### config.mk
export PLATFORM = sky130hd
export DESIGN_NAME = sprite_line_scheduler_flat
export DESIGN_NICKNAME = d
export VERILOG_FILES = /design/src/rtl/sprite_line_scheduler_pkg.sv /design/src/rtl/sprite_line_scheduler_if.sv /design/src/rtl/sprite_line_scheduler_hit_list.sv /design/src/rtl/sprite_line_scheduler.sv /design/src/flat_wrapper.sv
export SDC_FILE = /design/constraint.sdc
export NUM_CORES = 1
export LEC_CHECK = 0
export BUFFER_PORTS_ARGS = -buffer_cell sky130_fd_sc_hd__buf_4
export CORE_ASPECT_RATIO = 1.2
export CORE_MARGIN = 2
export CORE_UTILIZATION = 60
export CTS_BUF_LIST = sky130_fd_sc_hd__clkbuf_8
export CTS_CLUSTER_DIAMETER = 120
export DETAILED_ROUTE_END_ITERATION = 7
export MAX_ROUTING_LAYER = met4
export PLACE_DENSITY = 0.9
export SYNTH_ARGS = -nofsm -noshare
export SYNTH_HDL_FRONTEND = slang
export SYNTH_SLANG_ARGS = --single-unit
### constraint.sdc
create_clock -name clk -period 6.55 [get_ports clk]
set_input_delay 0 -clock clk [delete_from_list [all_inputs] [get_ports clk]]
set_output_delay 0 -clock clk [all_outputs]
set_load 0.01 [all_outputs]
### src/rtl/sprite_line_scheduler_pkg.sv
// Shared types and constants for the per-scanline sprite scheduler.
// Holds the hit-test helpers so the scheduler and any standalone checks agree on them.
package sprite_sched_pkg;

  localparam int MAX_OBJECTS  = 20;
  localparam int MAX_PER_LINE = 8;
  localparam int SPRITE_H     = 16;
  localparam int VACTIVE      = 480;
  localparam int VTOTAL       = 525;

  localparam int IDX_W = $clog2(MAX_OBJECTS);
  localparam int ROW_W = $clog2(SPRITE_H);
  localparam int PTR_W = $clog2(MAX_PER_LINE);
  localparam int CNT_W = $clog2(MAX_PER_LINE + 1);
  localparam int Y_W   = 12;
  localparam int VC_W  = 10;

  typedef logic [IDX_W-1:0] obj_idx_t;
  typedef logic [ROW_W-1:0] row_t;
  typedef logic [PTR_W-1:0] ptr_t;
  typedef logic [CNT_W-1:0] cnt_t;
  typedef logic [VC_W-1:0]  line_t;
  typedef logic [Y_W-1:0]   obj_y_t;

  typedef struct packed {
    obj_idx_t idx;
    row_t     row;
  } hit_entry_t;

  typedef enum logic [1:0] {IDLE, SCAN, EMIT, DONE} sched_state_t;

  localparam line_t    LAST_LINE    = line_t'(VTOTAL - 1);
  localparam line_t    FIRST_HIDDEN = line_t'(VACTIVE);
  localparam obj_idx_t LAST_OBJ     = obj_idx_t'(MAX_OBJECTS - 1);

  // 13-bit compare: objects parked near y=4095 never wrap onto the top lines.
  function automatic logic obj_hit(line_t target, obj_y_t y, logic active);
    logic [Y_W:0] t13;
    logic [Y_W:0] y13;
    t13 = (Y_W+1)'(target);
    y13 = {1'b0, y};
    return active && (t13 >= y13) && (t13 < y13 + (Y_W+1)'(SPRITE_H));
  endfunction

  function automatic row_t obj_row(line_t target, obj_y_t y);
    return row_t'((Y_W+1)'(target) - {1'b0, y});
  endfunction

endpackage

### src/rtl/sprite_line_scheduler_if.sv
// Object-table read port plus the selected-object valid/ready stream toward the line-buffer fill engine.
interface sprite_line_scheduler_if;
  import sprite_sched_pkg::*;

  obj_idx_t obj_rd_idx;
  obj_y_t   obj_rd_y;
  logic     obj_rd_active;

  logic     sel_valid;
  logic     sel_ready;
  obj_idx_t sel_idx;
  row_t     sel_row;
  logic     sel_last;

  modport master (
    output obj_rd_idx,
    input  obj_rd_y,
    input  obj_rd_active,
    output sel_valid,
    input  sel_ready,
    output sel_idx,
    output sel_row,
    output sel_last
  );

  modport slave (
    input  obj_rd_idx,
    output obj_rd_y,
    output obj_rd_active,
    input  sel_valid,
    output sel_ready,
    input  sel_idx,
    input  sel_row,
    input  sel_last
  );
endinterface

### src/rtl/sprite_line_scheduler_hit_list.sv
// Per-line list of selected objects in priority order; pushes beyond capacity are ignored.
// Random-access read so the scheduler can preload the next entry while one is on the bus.
module sprite_hit_list
  import sprite_sched_pkg::*;
(
  input  logic       clk,
  input  logic       reset,
  input  logic       clear,
  input  logic       push,
  input  hit_entry_t push_entry,
  input  ptr_t       rd_ptr,
  output hit_entry_t rd_entry,
  output cnt_t       count,
  output logic       full
);

  hit_entry_t entries_q [MAX_PER_LINE];
  hit_entry_t entries_d [MAX_PER_LINE];
  cnt_t       count_q;
  cnt_t       count_d;

  assign full     = (count_q == cnt_t'(MAX_PER_LINE));
  assign count    = count_q;
  assign rd_entry = entries_q[rd_ptr];

  always_comb begin
    entries_d = entries_q;
    count_d   = count_q;
    if (clear) begin
      count_d = '0;
    end else if (push && !full) begin
      entries_d[count_q[PTR_W-1:0]] = push_entry;
      count_d = count_q + 1'b1;
    end
  end

  always_ff @(posedge clk or posedge reset) begin
    if (reset) begin
      count_q <= '0;
      for (int i = 0; i < MAX_PER_LINE; i++) entries_q[i] <= '0;
    end else begin
      count_q   <= count_d;
      entries_q <= entries_d;
    end
  end

endmodule

### src/rtl/sprite_line_scheduler.sv
// Scans the object table for sprites on the next display line and streams the hits to the fill engine.
// Also owns the ping-pong line-buffer bank select.
//
//  state | meaning
//  IDLE  | out of reset, waiting for the first line_start
//  SCAN  | reading obj 0..MAX_OBJECTS-1, hit test one cycle behind the read
//  EMIT  | presenting hit-list entries over sel_valid/sel_ready
//  DONE  | line complete (or target in vblank), waiting for line_start
module sprite_line_scheduler
  import sprite_sched_pkg::*;
(
  input  logic                           clk,
  input  logic                           reset,
  input  logic                           line_start,
  input  line_t                          vcount,
  sprite_line_scheduler_if.master        obj_sel,
  output logic                           line_done,
  output logic                           overflow,
  output logic                           aborted,
  output logic                           buf_sel
);

  sched_state_t state_q, state_d;
  line_t        target_q, target_d;
  obj_idx_t     rd_idx_q, rd_idx_d;
  obj_idx_t     chk_idx_q, chk_idx_d;
  logic         rd_done_q, rd_done_d;
  logic         data_vld_q, data_vld_d;
  ptr_t         ptr_q, ptr_d;
  logic         sel_valid_q, sel_valid_d;
  obj_idx_t     sel_idx_q, sel_idx_d;
  row_t         sel_row_q, sel_row_d;
  logic         sel_last_q, sel_last_d;
  logic         line_done_q, line_done_d;
  logic         overflow_q, overflow_d;
  logic         aborted_q, aborted_d;
  logic         buf_sel_q, buf_sel_d;

  line_t        new_target;
  logic         hit_now;
  row_t         hit_row;
  hit_entry_t   push_entry;
  hit_entry_t   list_entry;
  ptr_t         list_rd_ptr;
  cnt_t         hit_count;
  cnt_t         hit_total;
  logic         hit_full;

  assign new_target = (vcount == LAST_LINE) ? '0 : vcount + 1'b1;
  assign hit_now    = (state_q == SCAN) && data_vld_q &&
                      obj_hit(target_q, obj_sel.obj_rd_y, obj_sel.obj_rd_active);
  assign hit_row    = obj_row(target_q, obj_sel.obj_rd_y);
  assign push_entry = '{idx: chk_idx_q, row: hit_row};
  // In SCAN the list head is needed for the first emit; in EMIT preload the entry after the current one.
  assign list_rd_ptr = (state_q == EMIT) ? ptr_q + 1'b1 : '0;
  assign hit_total   = hit_count + cnt_t'(hit_now && !hit_full);

  sprite_hit_list u_hit_list (
    .clk        (clk),
    .reset      (reset),
    .clear      (line_start),
    .push       (hit_now),
    .push_entry (push_entry),
    .rd_ptr     (list_rd_ptr),
    .rd_entry   (list_entry),
    .count      (hit_count),
    .full       (hit_full)
  );

  always_comb begin
    state_d     = state_q;
    target_d    = target_q;
    rd_idx_d    = rd_idx_q;
    chk_idx_d   = chk_idx_q;
    rd_done_d   = rd_done_q;
    data_vld_d  = data_vld_q;
    ptr_d       = ptr_q;
    sel_valid_d = sel_valid_q;
    sel_idx_d   = sel_idx_q;
    sel_row_d   = sel_row_q;
    sel_last_d  = sel_last_q;
    line_done_d = 1'b0;
    overflow_d  = overflow_q;
    aborted_d   = 1'b0;
    buf_sel_d   = buf_sel_q;

    if (line_start) begin
      aborted_d   = (state_q == SCAN) || (state_q == EMIT);
      buf_sel_d   = ~buf_sel_q;
      overflow_d  = 1'b0;
      target_d    = new_target;
      rd_idx_d    = '0;
      rd_done_d   = 1'b0;
      data_vld_d  = 1'b0;
      ptr_d       = '0;
      sel_valid_d = 1'b0;
      sel_last_d  = 1'b0;
      if (new_target >= FIRST_HIDDEN) begin
        state_d     = DONE;
        line_done_d = 1'b1;
      end else begin
        state_d = SCAN;
      end
    end else begin
      case (state_q)
        SCAN: begin
          if (hit_now && hit_full) overflow_d = 1'b1;
          if (!rd_done_q) begin
            data_vld_d = 1'b1;
            chk_idx_d  = rd_idx_q;
            if (rd_idx_q == LAST_OBJ) rd_done_d = 1'b1;
            else                      rd_idx_d  = rd_idx_q + 1'b1;
          end else begin
            // Final read result is being tested this cycle; it may be the only hit.
            data_vld_d = 1'b0;
            if (hit_total == '0) begin
              state_d     = DONE;
              line_done_d = 1'b1;
            end else begin
              state_d     = EMIT;
              sel_valid_d = 1'b1;
              ptr_d       = '0;
              sel_last_d  = (hit_total == cnt_t'(1));
              if (hit_count == '0) begin
                sel_idx_d = chk_idx_q;
                sel_row_d = hit_row;
              end else begin
                sel_idx_d = list_entry.idx;
                sel_row_d = list_entry.row;
              end
            end
          end
        end
        EMIT: begin
          if (sel_valid_q && obj_sel.sel_ready) begin
            if (sel_last_q) begin
              state_d     = DONE;
              sel_valid_d = 1'b0;
              sel_last_d  = 1'b0;
              line_done_d = 1'b1;
            end else begin
              ptr_d      = ptr_q + 1'b1;
              sel_idx_d  = list_entry.idx;
              sel_row_d  = list_entry.row;
              sel_last_d = ((cnt_t'(ptr_q) + cnt_t'(2)) == hit_count);
            end
          end
        end
        default: ;
      endcase
    end
  end

  always_ff @(posedge clk or posedge reset) begin
    if (reset) begin
      state_q     <= IDLE;
      target_q    <= '0;
      rd_idx_q    <= '0;
      chk_idx_q   <= '0;
      rd_done_q   <= 1'b0;
      data_vld_q  <= 1'b0;
      ptr_q       <= '0;
      sel_valid_q <= 1'b0;
      sel_idx_q   <= '0;
      sel_row_q   <= '0;
      sel_last_q  <= 1'b0;
      line_done_q <= 1'b0;
      overflow_q  <= 1'b0;
      aborted_q   <= 1'b0;
      buf_sel_q   <= 1'b0;
    end else begin
      state_q     <= state_d;
      target_q    <= target_d;
      rd_idx_q    <= rd_idx_d;
      chk_idx_q   <= chk_idx_d;
      rd_done_q   <= rd_done_d;
      data_vld_q  <= data_vld_d;
      ptr_q       <= ptr_d;
      sel_valid_q <= sel_valid_d;
      sel_idx_q   <= sel_idx_d;
      sel_row_q   <= sel_row_d;
      sel_last_q  <= sel_last_d;
      line_done_q <= line_done_d;
      overflow_q  <= overflow_d;
      aborted_q   <= aborted_d;
      buf_sel_q   <= buf_sel_d;
    end
  end

  assign obj_sel.obj_rd_idx = rd_idx_q;
  assign obj_sel.sel_valid  = sel_valid_q;
  assign obj_sel.sel_idx    = sel_idx_q;
  assign obj_sel.sel_row    = sel_row_q;
  assign obj_sel.sel_last   = sel_last_q;
  assign line_done          = line_done_q;
  assign overflow           = overflow_q;
  assign aborted            = aborted_q;
  assign buf_sel            = buf_sel_q;

endmodule

### src/flat_wrapper.sv
// flat-port wrapper written by rule: the top's interface ports become plain ports
module sprite_line_scheduler_flat import sprite_sched_pkg::*;
  (clk, reset, line_start, vcount, line_done, overflow, aborted, buf_sel, obj_sel_obj_rd_idx, obj_sel_obj_rd_y, obj_sel_obj_rd_active, obj_sel_sel_valid, obj_sel_sel_ready, obj_sel_sel_idx, obj_sel_sel_row, obj_sel_sel_last);
  sprite_line_scheduler_if obj_sel_i ();
  input  logic clk;
  input  logic reset;
  input  logic line_start;
  input  line_t vcount;
  output logic line_done;
  output logic overflow;
  output logic aborted;
  output logic buf_sel;
  output wire logic [$bits(obj_sel_i.obj_rd_idx)-1:0] obj_sel_obj_rd_idx;
  input wire logic [$bits(obj_sel_i.obj_rd_y)-1:0] obj_sel_obj_rd_y;
  input wire logic [$bits(obj_sel_i.obj_rd_active)-1:0] obj_sel_obj_rd_active;
  output wire logic [$bits(obj_sel_i.sel_valid)-1:0] obj_sel_sel_valid;
  input wire logic [$bits(obj_sel_i.sel_ready)-1:0] obj_sel_sel_ready;
  output wire logic [$bits(obj_sel_i.sel_idx)-1:0] obj_sel_sel_idx;
  output wire logic [$bits(obj_sel_i.sel_row)-1:0] obj_sel_sel_row;
  output wire logic [$bits(obj_sel_i.sel_last)-1:0] obj_sel_sel_last;
  assign obj_sel_obj_rd_idx = obj_sel_i.obj_rd_idx;
  assign obj_sel_i.obj_rd_y = obj_sel_obj_rd_y;
  assign obj_sel_i.obj_rd_active = obj_sel_obj_rd_active;
  assign obj_sel_sel_valid = obj_sel_i.sel_valid;
  assign obj_sel_i.sel_ready = obj_sel_sel_ready;
  assign obj_sel_sel_idx = obj_sel_i.sel_idx;
  assign obj_sel_sel_row = obj_sel_i.sel_row;
  assign obj_sel_sel_last = obj_sel_i.sel_last;
  sprite_line_scheduler u_core (.clk(clk), .reset(reset), .line_start(line_start), .vcount(vcount), .obj_sel(obj_sel_i), .line_done(line_done), .overflow(overflow), .aborted(aborted), .buf_sel(buf_sel));
endmodule
# Word-level counts from Yosys, hierarchy flattened
# Cells that the tools add are included.
[word_totals] reg_bits=118 latchBits=0 ram_bits=0 rom_bits=0 in_bits=27 memories=0
[op_classes] addsub=8 n_mul=0 div_mod_pow=0 magnitude_cmp=6 n_eq_ne=18 n_shift=0 mux=69 n_bitwise=5 reduce_logical=26
[op_table] cell="$bwmux W72" n=1
[op_table] cell="$mux W5" n=9
[op_table] cell="$mux W1" n=28
[op_table] cell="$mux W4" n=7
[op_table] cell="$bmux W9 S3" n=1
[op_table] cell="$demux W9 S3" n=1
[op_table] cell="$mux W9" n=3
[op_table] cell="$mux W3" n=6
[op_table] cell="$add A12 B5 Y13 const B" n=1
[op_table] cell="$lt A10 B13 Y1" n=1
[op_table] cell="$ge A10 B12 Y1" n=1
[op_table] cell="$add A10 B1 Y10 const B" n=1
[op_table] cell="$eq A10 B10 Y1 const B" n=1
[op_table] cell="$ge A10 B9 Y1 const B" n=1
[op_table] cell="$mux W10" n=1
[op_table] cell="$mux W2" n=5
[op_table] cell="$ne A2 B2 Y1 const B" n=5
[op_table] cell="$pmux W5 S2" n=1
[op_table] cell="$reduce_and A5 Y1" n=2
[op_table] cell="$ne A3 B3 Y1 const B" n=3
[op_table] cell="$ge A4 B4 Y1 const B" n=2
[op_table] cell="$logic_and A1 B1 Y1" n=8
[op_table] cell="$logic_not A4 Y1" n=2
[op_table] cell="$not A3 Y4" n=2
[op_table] cell="other kinds (28)" n=39

# Longest topological paths before layout
[logic_depth] word_depth=11 mapped_depth=18 ltp_nobuf=17

# Cells and area by module
# A second synthesis with hierarchy kept.
[unflattened] hier_cells=528 hier_area_um2=6491.2
[by_module_without_submodules] module="sprite_hit_list" n_inst=1 cells_each=217 area_each_um2=3563.4 seq_area_each_um2=1901.8
[by_module_without_submodules] module="sprite_line_scheduler" n_inst=1 cells_each=311 area_each_um2=2927.8 seq_area_each_um2=1051.0

# Least setup slack after synthesis
# No wires, ideal clock.
[synth_path] path_kind="reg2reg" start="reg u_core.target_q[0]" end="reg u_core.sel_idx_q[0] (netlist: u_core.obj_sel.sel_idx[0])" arrival_ps=3682 required_time_ps=6425 setup_slack_ps=2743 stages_incl_launch_ff=17 period_less_slack_ps=3807 cell_sequence="dfrtp_1 inv_1 ha_1 fa_1 a21boi_0 o21a_1 o22ai_1 o211ai_1 nor3_1 ha_1 ha_1 nor3_1 a31oi_1 o311ai_1 and2_1 nor3_4 mux2_2"
[synth_between] elab_chain_len=9 word_cells_on_any_way=10 cone_classes="1 x add/sub; 2 x order compare; 1 x eq/ne; 6 x reduce/logical"
[synth_lines] element="start: declaration" line_no="sprite_line_scheduler.sv:24" text="line_t target_q, target_d;"
[synth_lines] element="start signal: assignment" line_no="sprite_line_scheduler.sv:173" text="target_q <= target_d;"
[synth_lines] element="$ge A10 B12 Y1" line_no="sprite_line_scheduler_pkg.sv:42" text="return active && (t13 >= y13) && (t13 < y13 + (Y_W+1)'(SPRITE_H));"
[synth_lines] element="$logic_and A1 B1 Y1" line_no="sprite_line_scheduler_pkg.sv:42"
[synth_lines] element="$logic_and A1 B1 Y1 *" line_no="sprite_line_scheduler_pkg.sv:42"
[synth_lines] element="$logic_and A1 B1 Y1 *" line_no="sprite_line_scheduler.sv:50" text="assign hit_now = (state_q == SCAN) && data_vld_q &&"
[synth_lines] element="$logic_and A1 B1 Y1 *" line_no="sprite_line_scheduler.sv:56" text="assign hit_total = hit_count + cnt_t'(hit_now && !hit_full);"
[synth_lines] element="$add A4 B1 Y4 *" line_no="sprite_line_scheduler.sv:56"
[synth_lines] element="$logic_not A4 Y1 *" line_no="sprite_line_scheduler.sv:116" text="if (hit_total == '0) begin"
[synth_lines] element="$ne A2 B2 Y1 (no source line) *"
[synth_lines] element="$reduce_and A6 Y1 (no source line) *"
[synth_lines] element="end signal: assignment" line_no="sprite_line_scheduler.sv:180" text="sel_idx_q <= sel_idx_d;"
[synth_lines] element="end: declaration" line_no="sprite_line_scheduler.sv:31" text="obj_idx_t sel_idx_q, sel_idx_d;"
# Every way passes the cells marked *; elsewhere a longest branch is shown, timed or not.
# A chain may end at the register's enable or synchronous reset.

# Worst setup path after layout
[layout_path] start="reg u_core.target_q[6]" end="reg u_core.sel_row_q[0] (netlist: u_core.obj_sel.sel_row[0])"
[layout_between] elab_chain_len=9 word_cells_on_any_way=10 cone_classes="1 x add/sub; 2 x order compare; 1 x eq/ne; 6 x reduce/logical"
[layout_lines] element="$ge A10 B12 Y1" line_no="sprite_line_scheduler_pkg.sv:42"
[layout_lines] element="$logic_and A1 B1 Y1" line_no="sprite_line_scheduler_pkg.sv:42"
[layout_lines] element="$logic_and A1 B1 Y1 *" line_no="sprite_line_scheduler_pkg.sv:42"
[layout_lines] element="$logic_and A1 B1 Y1 *" line_no="sprite_line_scheduler.sv:50"
[layout_lines] element="$logic_and A1 B1 Y1 *" line_no="sprite_line_scheduler.sv:56"
[layout_lines] element="$add A4 B1 Y4 *" line_no="sprite_line_scheduler.sv:56"
[layout_lines] element="$logic_not A4 Y1 *" line_no="sprite_line_scheduler.sv:116"
[layout_lines] element="$ne A2 B2 Y1 (no source line) *"
[layout_lines] element="$reduce_and A6 Y1 (no source line) *"
[layout_lines] element="end signal: assignment" line_no="sprite_line_scheduler.sv:181" text="sel_row_q <= sel_row_d;"
[layout_lines] element="end: declaration" line_no="sprite_line_scheduler.sv:32" text="row_t sel_row_q, sel_row_d;"
# Marks and branches as above.

==> impl_metrics.json <==
{
  "grt_max_degree": 68,
  "finalNonFillerCells": 749,
  "design_area_um2": 7361,
  "core_um2": 10520,
  "clkSinkCount": 118,
  "wire_per_inst_um": 19.28,
  "crit_type": "reg -> reg",
  "dpl_cell_area_um2": 6898,
  "die_w_um": 98.93,
  "clock_skew_ns": 0.01023,
  "ys_types": 52,
  "cp_max_fo": 9,
  "row_count": 41,
  "power.switching_uw": 447.3,
  "pin_count": 47,
  "fin_nets": 663,
  "clkPwrFrac": 0.388,
  "required_ns": 6.87,
  "cp-endpoint": "u_core.obj_sel.sel_row[0]",
  "cts_buffers": 17,
  "port-buffer-count": 46,
  "drt_iter0_drc": 280,
  "tns_ns": 0,
  "fin_crit_ns": 4.400,
  "firstDrtPassIters": 5,
  "end_kind": "register",
  "dp_cells": 708,
  "syn_to_final_growth_pct": 13.46,
  "ff2ff_path_depth": 14,
  "clk_latency_ns": 0.44,
  "synth_edf_count": 0,
  "switching_share": 0.2742,
  "slew_viol_final": 0,
  "synth_top_cells_by_area": "dfrtp_1 46%, mux2_2 13%, mux4_2 5.9%",
  "cts_buffer_depth": 2,
  "min_period_over_period": 0.6718,
  "pwr-share-seq": 0.483,
  "tritoncts": "yes",
  "ir_worst_vdd_mv": 0.1605,
  "cts_setup_buffers": 0,
  "ctsHtreeMaxLevel": 4,
  "internal_power_uw": 1184,
  "synth-seq-cells": 118,
  "hpwl_um": 9748,
  "rr_endpoint": "u_core.obj_sel.sel_row[0]",
  "drt-total-wl_um": 14440,
  "grt_setup_unrepaired": "false",
  "relSlewSlack": 0.2820,
  "hp-class": "in -> reg",
  "track_usage": 0.2689,
  "yosysTopAreaCell": "dfrtp_1",
  "status": "finished, final reports clean",
  "grt_pass1_wl_um": 23810,
  "n_antenna_cell": 0,
  "worst_pin_slew_ns": 1.077,
  "critPathLaunchType": "register",
  "setup_viol_count_final": 0,
  "fill_cells": 681,
  "worstPathArrival_ns": 4.72,
  "yosys_most_used_dff": "dfrtp_1",
  "reg2reg_setup_slack_ns": 2.15,
  "startpoint": "u_core.target_q[6]",
  "die_h_um": 117.9,
  "vias_per_cell": 6.208,
  "leakagePower_uw": 0.003533,
  "start_util": 0.6169,
  "detail-route-antenna-nets": 0,
  "ys.warnings.count": 0,
  "pwr-share-comb": 0.130,
  "netlist_top_cells_count": "118 x dfrtp_1, 76 x mux2_2, 41 x inv_1",
  "syn-instance-count": 558,
  "antenna_found_initial": 0,
  "netlist_area_um2": 6487,
  "yosysTopAreaCellShare": 0.4552,
  "synth_nets": 614,
  "vias": 4650,
  "drcViolationCount": 0,
  "syn_area_per_cell_um2": 11.63,
  "grt_overflow": 0,
  "crit-reg2reg-launch": "u_core.target_q[6]",
  "final-hold-violation-count": 0,
  "drive_gt1_frac": 0.2935,
  "yosysSeqAreaShare": 0.4552,
  "p_per_area_nw_per_um2": 221.6,
  "die_area_um2": 11660,
  "fmax_mhz": 227.3,
  "path_clk_slew_ns": 0.07,
  "seqCellArea_um2": 2953,
  "gp_congestion": 0.9145,
  "multi_input_area_um2": 3267,
  "cap_viol_max_count": 0,
  "synthMostInstantiatedCell": "dfrtp_1",
  "grt_pass1_vias": 4742,
  "async_flop_share": 1.000,
  "root_buffer": "clkbuf_8"
}
[layout by cell type, fill, tap and decap left out, types with 3 or more instances in the layout]
cell / count
nor4_4: 6
clkbuf_8: 17
and3_1: 4
buf_4: 48
nand4_1: 7
nor3_1: 11
dlygate4sd3_1: 9
or4_1: 5
nor2_1: 28
and2_1: 5
nor2b_1: 8
nand3_1: 13
nand2b_1: 5
mux2i_1: 19
o31ai_1: 3
o211ai_1: 3
xor2_1: 15
clkinv_2: 6
mux4_2: 17
o21ai_0: 9
inv_1: 42
xnor2_1: 8
ha_1: 28
o22ai_1: 4
a21oi_1: 20
dfrtp_1: 118
nand2_1: 37
a22oi_1: 10
o21a_1: 3
mux2_2: 76
[critical path: stages, from the launching register on]
cell      delay (ns)
dfrtp_1         0.40
ha_1            0.30
and2_1          0.18
a221oi_1        0.30
o22ai_1         0.21
o211ai_1        0.55
nor3_1          0.15
ha_1            0.27
ha_1            0.21
and2_1          0.15
a31oi_1         0.25
o311ai_1        0.16
and2_1          0.26
nor3_4          0.50
mux2_2          0.40
[timing repair]
item,4_1_cts,5_1_grt
hold buffers,9,0
resized for setup,0,0
hold endpoints to repair,75,0
[sequential cells by signal, summed over array words and instances (netlist names)]
signal,flops
u_core.aborted,1
u_core.buf_sel,1
u_core.chk_idx_q,5
u_core.data_vld_q,1
u_core.line_done,1
u_core.obj_sel.obj_rd_idx,5
u_core.obj_sel.sel_idx,5
u_core.obj_sel.sel_last,1
u_core.obj_sel.sel_row,4
u_core.obj_sel.sel_valid,1
u_core.overflow,1
u_core.ptr_q,3
u_core.rd_done_q,1
u_core.state_q,2
u_core.target_q,10
u_core.u_hit_list.count,4
u_core.u_hit_list.entries_q,72
[power by group through the flow]
stage / logic (µW) / registers, µW / clock network (µW)
finish: 212 / 787 / 632
global route: 236 / 790 / 668
CTS: 212 / 786 / 638
detailed placement: 206 / 799 / 0
global placement: 196 / 797 / 0
floorplan: 135 / 792 / 0
[worst min-delay path by stage]
stage | start | to | slack (ns) | cells past startpoint
after floorplan | vcount[0] | u_core.target_q[0] | 0.17 | 3
after global placement | reset | u_core.u_hit_list.entries_q[66] | 0.22 | 2
after detailed placement | reset | u_core.u_hit_list.entries_q[66] | 0.23 | 2
after CTS | line_start | u_core.obj_sel.obj_rd_idx[3] | 0.02 | 2
after global routing | line_start | u_core.obj_sel.obj_rd_idx[2] | 0.04 | 2
final | vcount[5] | u_core.target_q[7] | 0.03 | 4
[metal layers]
layer / part of all wire / up-vias / wire length, µm / track usage
li1: - / 2108 / - / -
met1: 0.41 / 2346 / 5861 / 0.3332
met2: 0.52 / 170 / 7580 / 0.4345
met3: 0.049 / 26 / 714 / 0.06591
met4: 0.020 / 0 / 285 / 0.08904
met5: 0 / - / 0 / -
[per-stage QoR]
step | setup slack [ns] | hold WS, ns | util | power (µW)
2_1_floorplan | 2.743 | 0.1725 | - | 926.9
3_3_place_gp | 2.412 | 0.2166 | 0.6559 | 993.8
3_5_place_dp | 2.242 | 0.2275 | 0.6559 | 1005
4_1_cts | 2.235 | 0.01647 | 0.6999 | 1636
5_1_grt | 1.913 | 0.03803 | 0.6999 | 1695
6_report | 2.150 | 0.03400 | 0.6999 | 1631
[cell families after synthesis]
logic type | Yosys count | synth area share
AND/OR/NAND/NOR | 135 | 0.1180
flip-flops | 118 | 0.4552
multiplexers | 113 | 0.2220
AO/OA/AOI/OAI | 72 | 0.07541
buffers and inverters | 68 | 0.04127
adder cells (fa/ha/maj) | 29 | 0.05709
XOR/XNOR | 23 | 0.03105
[final cells by class]
cell class,count,share of cell area
Multi-Input combinational cell,372,0.4438
Tap cell,129,0.02193
Timing Repair Buffer,57,0.06119
Inverter,41,0.02125
Sequential cell,118,0.4012
Clock inverter,15,0.01887
Clock buffer,17,0.03179
No activity file was read; power rests on OpenSTA's default activity.
